## config.mk

```make
export PLATFORM = sky130hd
export DESIGN_NAME = serial_chunk_adder_flat
export DESIGN_NICKNAME = d
export VERILOG_FILES = /design/src/rtl/adder_pkg.sv /design/src/rtl/serial_chunk_adder_if.sv /design/src/rtl/serial_chunk_adder_chunk_rca.sv /design/src/rtl/serial_chunk_adder.sv /design/src/flat_wrapper.sv
export SDC_FILE = /design/constraint.sdc
export NUM_CORES = 1
export LEC_CHECK = 0
export CAP_MARGIN = 0
export CORE_ASPECT_RATIO = 0.5
export CORE_MARGIN = 2
export CORE_UTILIZATION = 32
export DETAILED_ROUTE_END_ITERATION = 8
export GPL_TIMING_DRIVEN = 0
export REMOVE_ABC_BUFFERS = 1
export SYNTH_ARGS = -nofsm -noshare
export SYNTH_HDL_FRONTEND = slang
export SYNTH_HIERARCHICAL = 1
export SYNTH_SLANG_ARGS = --single-unit
export TNS_END_PERCENT = 5
```

## constraint.sdc

```tcl
create_clock -name clk -period 3.8 [get_ports clk]
set_input_delay 0.76 -clock clk [delete_from_list [all_inputs] [get_ports clk]]
set_output_delay 0.76 -clock clk [all_outputs]
set_load 0.1 [all_outputs]
```

## src/rtl/adder_pkg.sv

```systemverilog
// Shared types and elaboration-time helpers for the serial chunk adder.
package adder_pkg;

  typedef enum logic [1:0] {IDLE, RUN, DONE} state_e;

  function automatic int nsteps(input int width, input int chunk);
    return width / chunk;
  endfunction

  // Step counter width; a single-step configuration still needs one bit.
  function automatic int cnt_width(input int width, input int chunk);
    int n;
    n = width / chunk;
    return (n <= 1) ? 1 : $clog2(n);
  endfunction

  function automatic bit params_ok(input int width, input int chunk);
    return (width >= 2) && (chunk >= 1) && (chunk <= width) && (width % chunk == 0);
  endfunction

endpackage

```

## src/rtl/serial_chunk_adder_if.sv

```systemverilog
// Start/busy/done handshake and operand/result bus of the serial chunk adder.
interface serial_chunk_adder_if #(parameter int WIDTH = 16);
  logic             start_i;
  logic [WIDTH-1:0] a_i;
  logic [WIDTH-1:0] b_i;
  logic             cin_i;
  logic             busy_o;
  logic             done_o;
  logic [WIDTH-1:0] sum_o;
  logic             cout_o;
  logic             overflow_o;

  modport master (output start_i, a_i, b_i, cin_i,
                  input  busy_o, done_o, sum_o, cout_o, overflow_o);
  modport slave  (input  start_i, a_i, b_i, cin_i,
                  output busy_o, done_o, sum_o, cout_o, overflow_o);
endinterface

```

## src/rtl/serial_chunk_adder_chunk_rca.sv

```systemverilog
// Combinational CHUNK-bit ripple-carry adder built from a chain of full-adder cells.
module chunk_rca #(
  parameter int CHUNK = 4
) (
  input  logic [CHUNK-1:0] a_i,
  input  logic [CHUNK-1:0] b_i,
  input  logic             cin_i,
  output logic [CHUNK-1:0] s_o,
  output logic             cout_o,
  output logic             c_msb_in_o
);
  logic [CHUNK:0] c;

  assign c[0] = cin_i;

  for (genvar i = 0; i < CHUNK; i++) begin : g_fa
    assign s_o[i]   = a_i[i] ^ b_i[i] ^ c[i];
    assign c[i+1]   = (a_i[i] & b_i[i]) | (c[i] & (a_i[i] ^ b_i[i]));
  end

  assign cout_o     = c[CHUNK];
  // Carry into the top bit of this chunk; on the last step that is the sum MSB.
  assign c_msb_in_o = c[CHUNK-1];
endmodule

```

## src/rtl/serial_chunk_adder.sv

```systemverilog
// Multi-cycle adder: adds WIDTH-bit operands plus carry-in, CHUNK bits per clock, LSB first.
module serial_chunk_adder
  import adder_pkg::*;
#(
  parameter int WIDTH = 16,
  parameter int CHUNK = 4
) (
  input  logic              clk,
  input  logic              rst,
  serial_chunk_adder_if.slave bus
);
  localparam int NSTEPS = nsteps(WIDTH, CHUNK);
  localparam int CW     = cnt_width(WIDTH, CHUNK);

  if (!params_ok(WIDTH, CHUNK)) begin : g_bad_params
    $error("serial_chunk_adder: WIDTH must be >= 2 and a multiple of CHUNK");
  end

  state_e           state_q;
  logic [WIDTH-1:0] a_q, b_q, res_q, sum_q;
  logic [CW-1:0]    cnt_q;
  logic             carry_q, busy_q, done_q, cout_q, ovf_q;

  logic [CHUNK-1:0] rca_s;
  logic             rca_cout, rca_cmsb;
  logic [CHUNK:0]   chunk_sum;
  logic [WIDTH-1:0] res_d;

  chunk_rca #(.CHUNK(CHUNK)) u_rca (
    .a_i        (a_q[CHUNK-1:0]),
    .b_i        (b_q[CHUNK-1:0]),
    .cin_i      (carry_q),
    .s_o        (rca_s),
    .cout_o     (rca_cout),
    .c_msb_in_o (rca_cmsb)
  );

  assign chunk_sum = {rca_cout, rca_s};
  // New chunk enters at the top; after NSTEPS shifts the first chunk sits at bit 0.
  assign res_d = (res_q >> CHUNK) | (WIDTH'(chunk_sum[CHUNK-1:0]) << (WIDTH - CHUNK));

  always_ff @(posedge clk or posedge rst) begin
    if (rst) begin
      state_q <= IDLE;
      a_q     <= '0;
      b_q     <= '0;
      res_q   <= '0;
      sum_q   <= '0;
      cnt_q   <= '0;
      carry_q <= 1'b0;
      busy_q  <= 1'b0;
      done_q  <= 1'b0;
      cout_q  <= 1'b0;
      ovf_q   <= 1'b0;
    end else begin
      case (state_q)
        IDLE, DONE: begin
          done_q <= 1'b0;
          if (bus.start_i) begin
            a_q     <= bus.a_i;
            b_q     <= bus.b_i;
            carry_q <= bus.cin_i;
            cnt_q   <= '0;
            busy_q  <= 1'b1;
            state_q <= RUN;
          end else begin
            busy_q  <= 1'b0;
            state_q <= IDLE;
          end
        end
        RUN: begin
          a_q     <= a_q >> CHUNK;
          b_q     <= b_q >> CHUNK;
          res_q   <= res_d;
          carry_q <= chunk_sum[CHUNK];
          cnt_q   <= cnt_q + CW'(1);
          if (cnt_q == CW'(NSTEPS - 1)) begin
            sum_q   <= res_d;
            cout_q  <= chunk_sum[CHUNK];
            ovf_q   <= rca_cmsb ^ chunk_sum[CHUNK];
            busy_q  <= 1'b0;
            done_q  <= 1'b1;
            state_q <= DONE;
          end
        end
        default: begin
          busy_q  <= 1'b0;
          done_q  <= 1'b0;
          state_q <= IDLE;
        end
      endcase
    end
  end

  assign bus.busy_o     = busy_q;
  assign bus.done_o     = done_q;
  assign bus.sum_o      = sum_q;
  assign bus.cout_o     = cout_q;
  assign bus.overflow_o = ovf_q;
endmodule

```

## src/flat_wrapper.sv

```systemverilog
// flat-port wrapper written by rule: the top's interface ports become plain ports
module serial_chunk_adder_flat import adder_pkg::*;
#(
  parameter int WIDTH = 16,
  parameter int CHUNK = 4
)
  (clk, rst, bus_start_i, bus_a_i, bus_b_i, bus_cin_i, bus_busy_o, bus_done_o, bus_sum_o, bus_cout_o, bus_overflow_o);
  serial_chunk_adder_if #(.WIDTH(WIDTH)) bus_i ();
  input  logic clk;
  input  logic rst;
  input wire logic [$bits(bus_i.start_i)-1:0] bus_start_i;
  input wire logic [$bits(bus_i.a_i)-1:0] bus_a_i;
  input wire logic [$bits(bus_i.b_i)-1:0] bus_b_i;
  input wire logic [$bits(bus_i.cin_i)-1:0] bus_cin_i;
  output wire logic [$bits(bus_i.busy_o)-1:0] bus_busy_o;
  output wire logic [$bits(bus_i.done_o)-1:0] bus_done_o;
  output wire logic [$bits(bus_i.sum_o)-1:0] bus_sum_o;
  output wire logic [$bits(bus_i.cout_o)-1:0] bus_cout_o;
  output wire logic [$bits(bus_i.overflow_o)-1:0] bus_overflow_o;
  assign bus_i.start_i = bus_start_i;
  assign bus_i.a_i = bus_a_i;
  assign bus_i.b_i = bus_b_i;
  assign bus_i.cin_i = bus_cin_i;
  assign bus_busy_o = bus_i.busy_o;
  assign bus_done_o = bus_i.done_o;
  assign bus_sum_o = bus_i.sum_o;
  assign bus_cout_o = bus_i.cout_o;
  assign bus_overflow_o = bus_i.overflow_o;
  serial_chunk_adder #(.WIDTH(WIDTH), .CHUNK(CHUNK)) u_core (.clk(clk), .rst(rst), .bus(bus_i));
endmodule
```

Yosys cells after proc, flatten, opt, wreduce, memory -nomap -nowiden --
Cells that the tools add are included.
Cells by class: add/sub/neg operators 1, eq/ne operators 5, mux-type cells 16, bitwise operators 22, reduce and logical (&&, ||, !) cells 5
Operators by type and width (number):
- 16-bit one-hot mux with 2 select lines | 2
- 16-bit 2-to-1 mux | 2
- 12-bit by 16-bit bitwise OR with 16-bit output | 1
- 1-bit XOR | 9
- 1-bit AND | 8
- 2-bit one-hot mux with 2 select lines | 2
- 1-bit 2-to-1 mux | 6
- 2-bit == test (second input constant) | 2
- 2-bit 2-to-1 mux | 2
- 1-bit bitwise OR | 4
- 1-bit one-hot mux with 2 select lines | 2
- 2-bit AND reduction | 2
- 2-bit by 1-bit adder with 2-bit output (second input constant) | 1
- 2-bit by 1-bit == test with 1-bit output (second input constant) | 1
- 2-bit logical NOT | 1
- 2-bit by 1-bit inequality test with 1-bit output (second input constant) | 1
- 2-bit inequality test (second input constant) | 1
- 2-bit nonzero test | 1
- 2-bit OR reduction | 1
Word-level totals: register bits after elaboration 73, input port bits 36, output and inout bits 20

Longest topological paths before layout --
depth after elaboration 10, mapped depth 8

By module --
Netlist, hierarchy kept.
By module, submodules not included:
- serial_chunk_adder | instances 1, cells an instance 277, area an instance 3151.8 um^2, sequential area each 1701.6 um^2
- chunk_rca | instances 1, cells an instance 12, area an instance 110.1 um^2, sequential area each 0.0 um^2

Worst setup path before layout --
No wires, ideal clock.
kind reg2reg, start register u_core.a_q[0], end register u_core.sum_q[15] (netlist: u_core/bus.sum_o[15]), setup time 0.125 ns, data arrival time 2.078 ns, path slack 1.597 ns, cell stages (with the launch flop) 8, cells stage by stage dfrtp_1 -> fa_1 -> inv_1 -> fa_1 -> fa_1 -> inv_1 -> fa_1 -> mux2_4
On the way: longest elaborated chain between the ends 9
Ends and longest elaborated chain:
- from (decl) | RTL line serial_chunk_adder.sv:20 | logic [WIDTH-1:0] a_q, b_q, res_q, sum_q;
- from (signal assigned) | RTL line serial_chunk_adder.sv:60 | a_q <= bus.a_i;
- from (signal assigned) | RTL line serial_chunk_adder.sv:72 | a_q <= a_q >> CHUNK;
- 1-bit XOR | RTL line serial_chunk_adder_chunk_rca.sv:18 | assign c[i+1] = (a_i[i] & b_i[i]) | (c[i] & (a_i[i] ^ b_i[i]));
- 1-bit AND | RTL line serial_chunk_adder_chunk_rca.sv:18
- 1-bit bitwise OR * | RTL line serial_chunk_adder_chunk_rca.sv:18
- 1-bit AND * | RTL line serial_chunk_adder_chunk_rca.sv:18
- 1-bit bitwise OR * | RTL line serial_chunk_adder_chunk_rca.sv:18
- 1-bit AND * | RTL line serial_chunk_adder_chunk_rca.sv:18
- 1-bit bitwise OR * | RTL line serial_chunk_adder_chunk_rca.sv:18
- net u_core.rca_cmsb | RTL line serial_chunk_adder.sv:25 | logic rca_cout, rca_cmsb;
- 1-bit XOR * | RTL line serial_chunk_adder_chunk_rca.sv:17 | assign s_o[i] = a_i[i] ^ b_i[i] ^ c[i];
- net u_core.rca_s[3] | RTL line serial_chunk_adder.sv:24 | logic [CHUNK-1:0] rca_s;
- 12-bit by 16-bit bitwise OR with 16-bit output * | RTL line serial_chunk_adder.sv:40 | assign res_d = (res_q >> CHUNK) | (WIDTH'(chunk_sum[CHUNK-1:0]) << (WIDTH - CHUNK));
- to (signal assigned) | RTL line serial_chunk_adder.sv:78 | sum_q <= res_d;
- to (decl) | RTL line serial_chunk_adder.sv:20
The timed path passes the listed nets; every way through them passes the cells marked *. A chain may end at the register's enable or synchronous reset.

Final worst setup path --
start register u_core.done_q (netlist: u_core/bus.done_o), end output bus_done_o
RTL lines:
- from (decl) | RTL line serial_chunk_adder.sv:22 | logic carry_q, busy_q, done_q, cout_q, ovf_q;
- from (signal assigned) | RTL line serial_chunk_adder.sv:52 | done_q <= 1'b0;
- from (signal assigned) | RTL line serial_chunk_adder.sv:58 | done_q <= 1'b0;
- from (signal assigned) | RTL line serial_chunk_adder.sv:82 | done_q <= 1'b1;
- to (decl) | RTL line flat_wrapper.sv:16 | output wire logic [$bits(bus_i.done_o)-1:0] bus_done_o;
No word-level cell between the ends.

==> metrics.md <==
| Metric | Value |
|---|---|
| Outcome | `finished clean` |
| Final critical-path share of the clock period | `0.861` |
| Crit-path leading delay family | `buffers and inverters` |
| Die H | `75.4 um` |
| Fmax | `306 MHz` |
| CTS buffer count | `9` |
| RSZ-0062 raised after global routing | `false` |
| WS Path Type | `reg2out` |
| Routed wire per std cell | `14.1 um` |
| Syn Area/Cell | `11.3 um2` |
| Critical Path RT | `3040 ps` |
| Vias | `2,273` |
| Core area | `9670 um2` |
| Skew-Pair Late Insertion Delay | `330 ps` |
| Number of global-route vias before repair | `2,330` |
| CP Cell Sequence | `clkdlybuf4s50_1` |
| Grt total ovfl | `0` |
| First-pass GRT wire length | `11,200 um` |
| Row Count | `25` |
| Most common cell after layout, fill and taps aside | `dfrtp_1` |
| Post-Route Skew | `8.22 ps` |
| Number of DRC markers in iteration 0 | `123` |
| Avg Vias per Cell | `4.79` |
| Worst min path class | `reg2reg` |
| CP Buf/Inv Count | `1` |
| Max-Cap Viols | `0` |
| Most frequent cells in the layout | `66 x dfrtp_1, 54 x clkdlybuf4s50_1, 38 x nand2_1, 26 x mux2i_1, 23 x nor2b_1` |
| Clk slew on worst S/H paths | `50 ps` |
| Worst Max-Slew Pin Slew | `1350 ps` |
| Die Span X | `147 um` |
| ANT cells | `0` |
| Synth Register Bits | `68` |
| Layout cells sized above 1 | `0.103` |
| GPL Wtd Cong | `0.789` |
| Number of synthesis warnings | `6` |
| Setup TNS | `0 ps` |
| # resized after CTS | `1` |
| Initial DRT Pass Iterations | `5` |
| Crit path capture type | `output port` |
| Final #Nets | `376` |
| Final Hold Slack | `475 ps` |
| Slew margin rel. | `0.0972` |
| Min cycle time layout | `3270 ps` |
| Htree depth | `3` |
| Crit path DAT | `2510 ps` |
| Clk buf depth | `2` |
| GRT Total Usage | `0.129` |
| Final Setup Violations | `0` |
| Root Driver | `clkbuf_16` |
| Initial core utilization | `0.337` |
| CTS tree | `yes` |
| Cell Area, Synth | `3260 um2` |
| Synth-to-Final Area Change | `26.8%` |
| Pin count of the biggest net entering global routing | `62` |
| Number of I/O pins | `56` |
| Critical Path Slowest Stage Cell | `clkdlybuf4s50_1` |
| CTS Hold Buffers Added | `0` |
| CTS Sinks | `68` |
| Final hold vios | `0` |
| Die area | `11,100 um2` |
| Antenna violations before repair | `0` |
| Post-DP HPWL | `4490 um` |
| Post-route ant nets | `0` |
| Post-synthesis cell type count | `26` |
| # DRC | `0` |
| Cells after Synth | `289` |
| Post-CTS setup buffer count | `0` |
| Critical Path Max Stage Delay | `1280 ps` |
| CP Launch Type | `flip-flop` |
| Slew Viols, Final | `0` |
| Final Routed Wirelength | `6720 um` |
| Worst-path fanout max | `32` |
| Reg2Reg Setup Slack | `910 ps` |
| Seq/Total Area, Yosys | `0.522` |
| Port bufs | `55` |
## metrics by stage
stage           util  instances  setup slack, ps  instance area [um2]
2_1_floorplan      -        268              828                 3130
3_3_place_gp   0.398        458              276                 3840
3_5_place_dp   0.399        459              328                 3860
4_1_cts        0.428        475              500                 4140
5_1_grt        0.428        475              456                 4140
6_report       0.428        475              527                 4140
## cell type report
class,count,area (um2)
clock buffers,14,264
clock inverters,2,10.0
fillers,911,5530
inverters,11,41.3
multi-input cells,189,1380
flip-flops and latches,68,1700
well taps,135,169
repair buffers,56,566
## state kept, by name, indices dropped and copies added, names as in the netlist
register,cells
u_core/res_q,12
u_core/bus.overflow_o,1
u_core/bus.done_o,1
u_core/cnt_q,2
u_core/state_q,1
u_core/b_q,16
u_core/a_q,16
u_core/bus.busy_o,1
u_core/bus.cout_o,1
u_core/bus.sum_o,16
u_core/carry_q,1
## path summary, 6_finish.rpt
path,from,endpoint,cells after the start
min reg2reg,u_core/a_q[11]$_DFFE_PP0P_,u_core/a_q[11]$_DFFE_PP0P_,1
max in group asynchronous,rst,u_core/bus.done_o$_DFFE_PP0P_,3
min,u_core/a_q[11]$_DFFE_PP0P_,u_core/a_q[11]$_DFFE_PP0P_,1
max,u_core/bus.done_o$_DFFE_PP0P_,bus_done_o,1
max reg2reg,u_core/state_q[0]$_DFFE_PP0P_,u_core/bus.sum_o[11]$_DFFE_PP0P_,2
min in group asynchronous,rst,u_core/bus.sum_o[0]$_DFFE_PP0P_,2
## routing by layer
metal,global-route usage,part of all wire
met4,0.0485,0.014
met1,0.159,0.47
met2,0.212,0.47
met3,0.0485,0.049
met5,0,0
## synthesized netlist by cell type
master    number  area share
fa_1           4       0.025
o31ai_1        1      0.0023
xnor2_1        1      0.0027
mux2i_1       26       0.080
a22o_1         4       0.011
mux2_1         1      0.0035
a211oi_1      21       0.048
ha_1           1      0.0038
nor3_1         3      0.0046
inv_1         11       0.013
mux2_4        17       0.078
o22ai_1        3      0.0058
nor2b_1       23       0.044
a21o_1         1      0.0023
nand3b_1       2      0.0046
dfrtp_1       68        0.52
buf_6          3       0.010
a21oi_1       21       0.032
clkbuf_1       2      0.0023
nor2_1         5      0.0058
o21ai_0        9       0.014
buf_4          6       0.014
nand2_1       38       0.044
nand2b_1       2      0.0038
buf_2         10       0.015
nand3_1        6      0.0092
## cell families after synthesis
| group | count (synthesis) | synth area share |
|---|---|---|
| DFF | 68 | 0.522 |
| and+or+nand+nor | 79 | 0.116 |
| adders and majority gates | 5 | 0.0284 |
| buffers and inverters | 32 | 0.0545 |
| AOI/OAI and AO/OA | 60 | 0.115 |
| xor gates and xnor gates | 1 | 0.00269 |
| muxes | 44 | 0.161 |
Power is not shown: default switching activity piles up to over one toggle a cycle in this logic, so the estimate is an artifact.
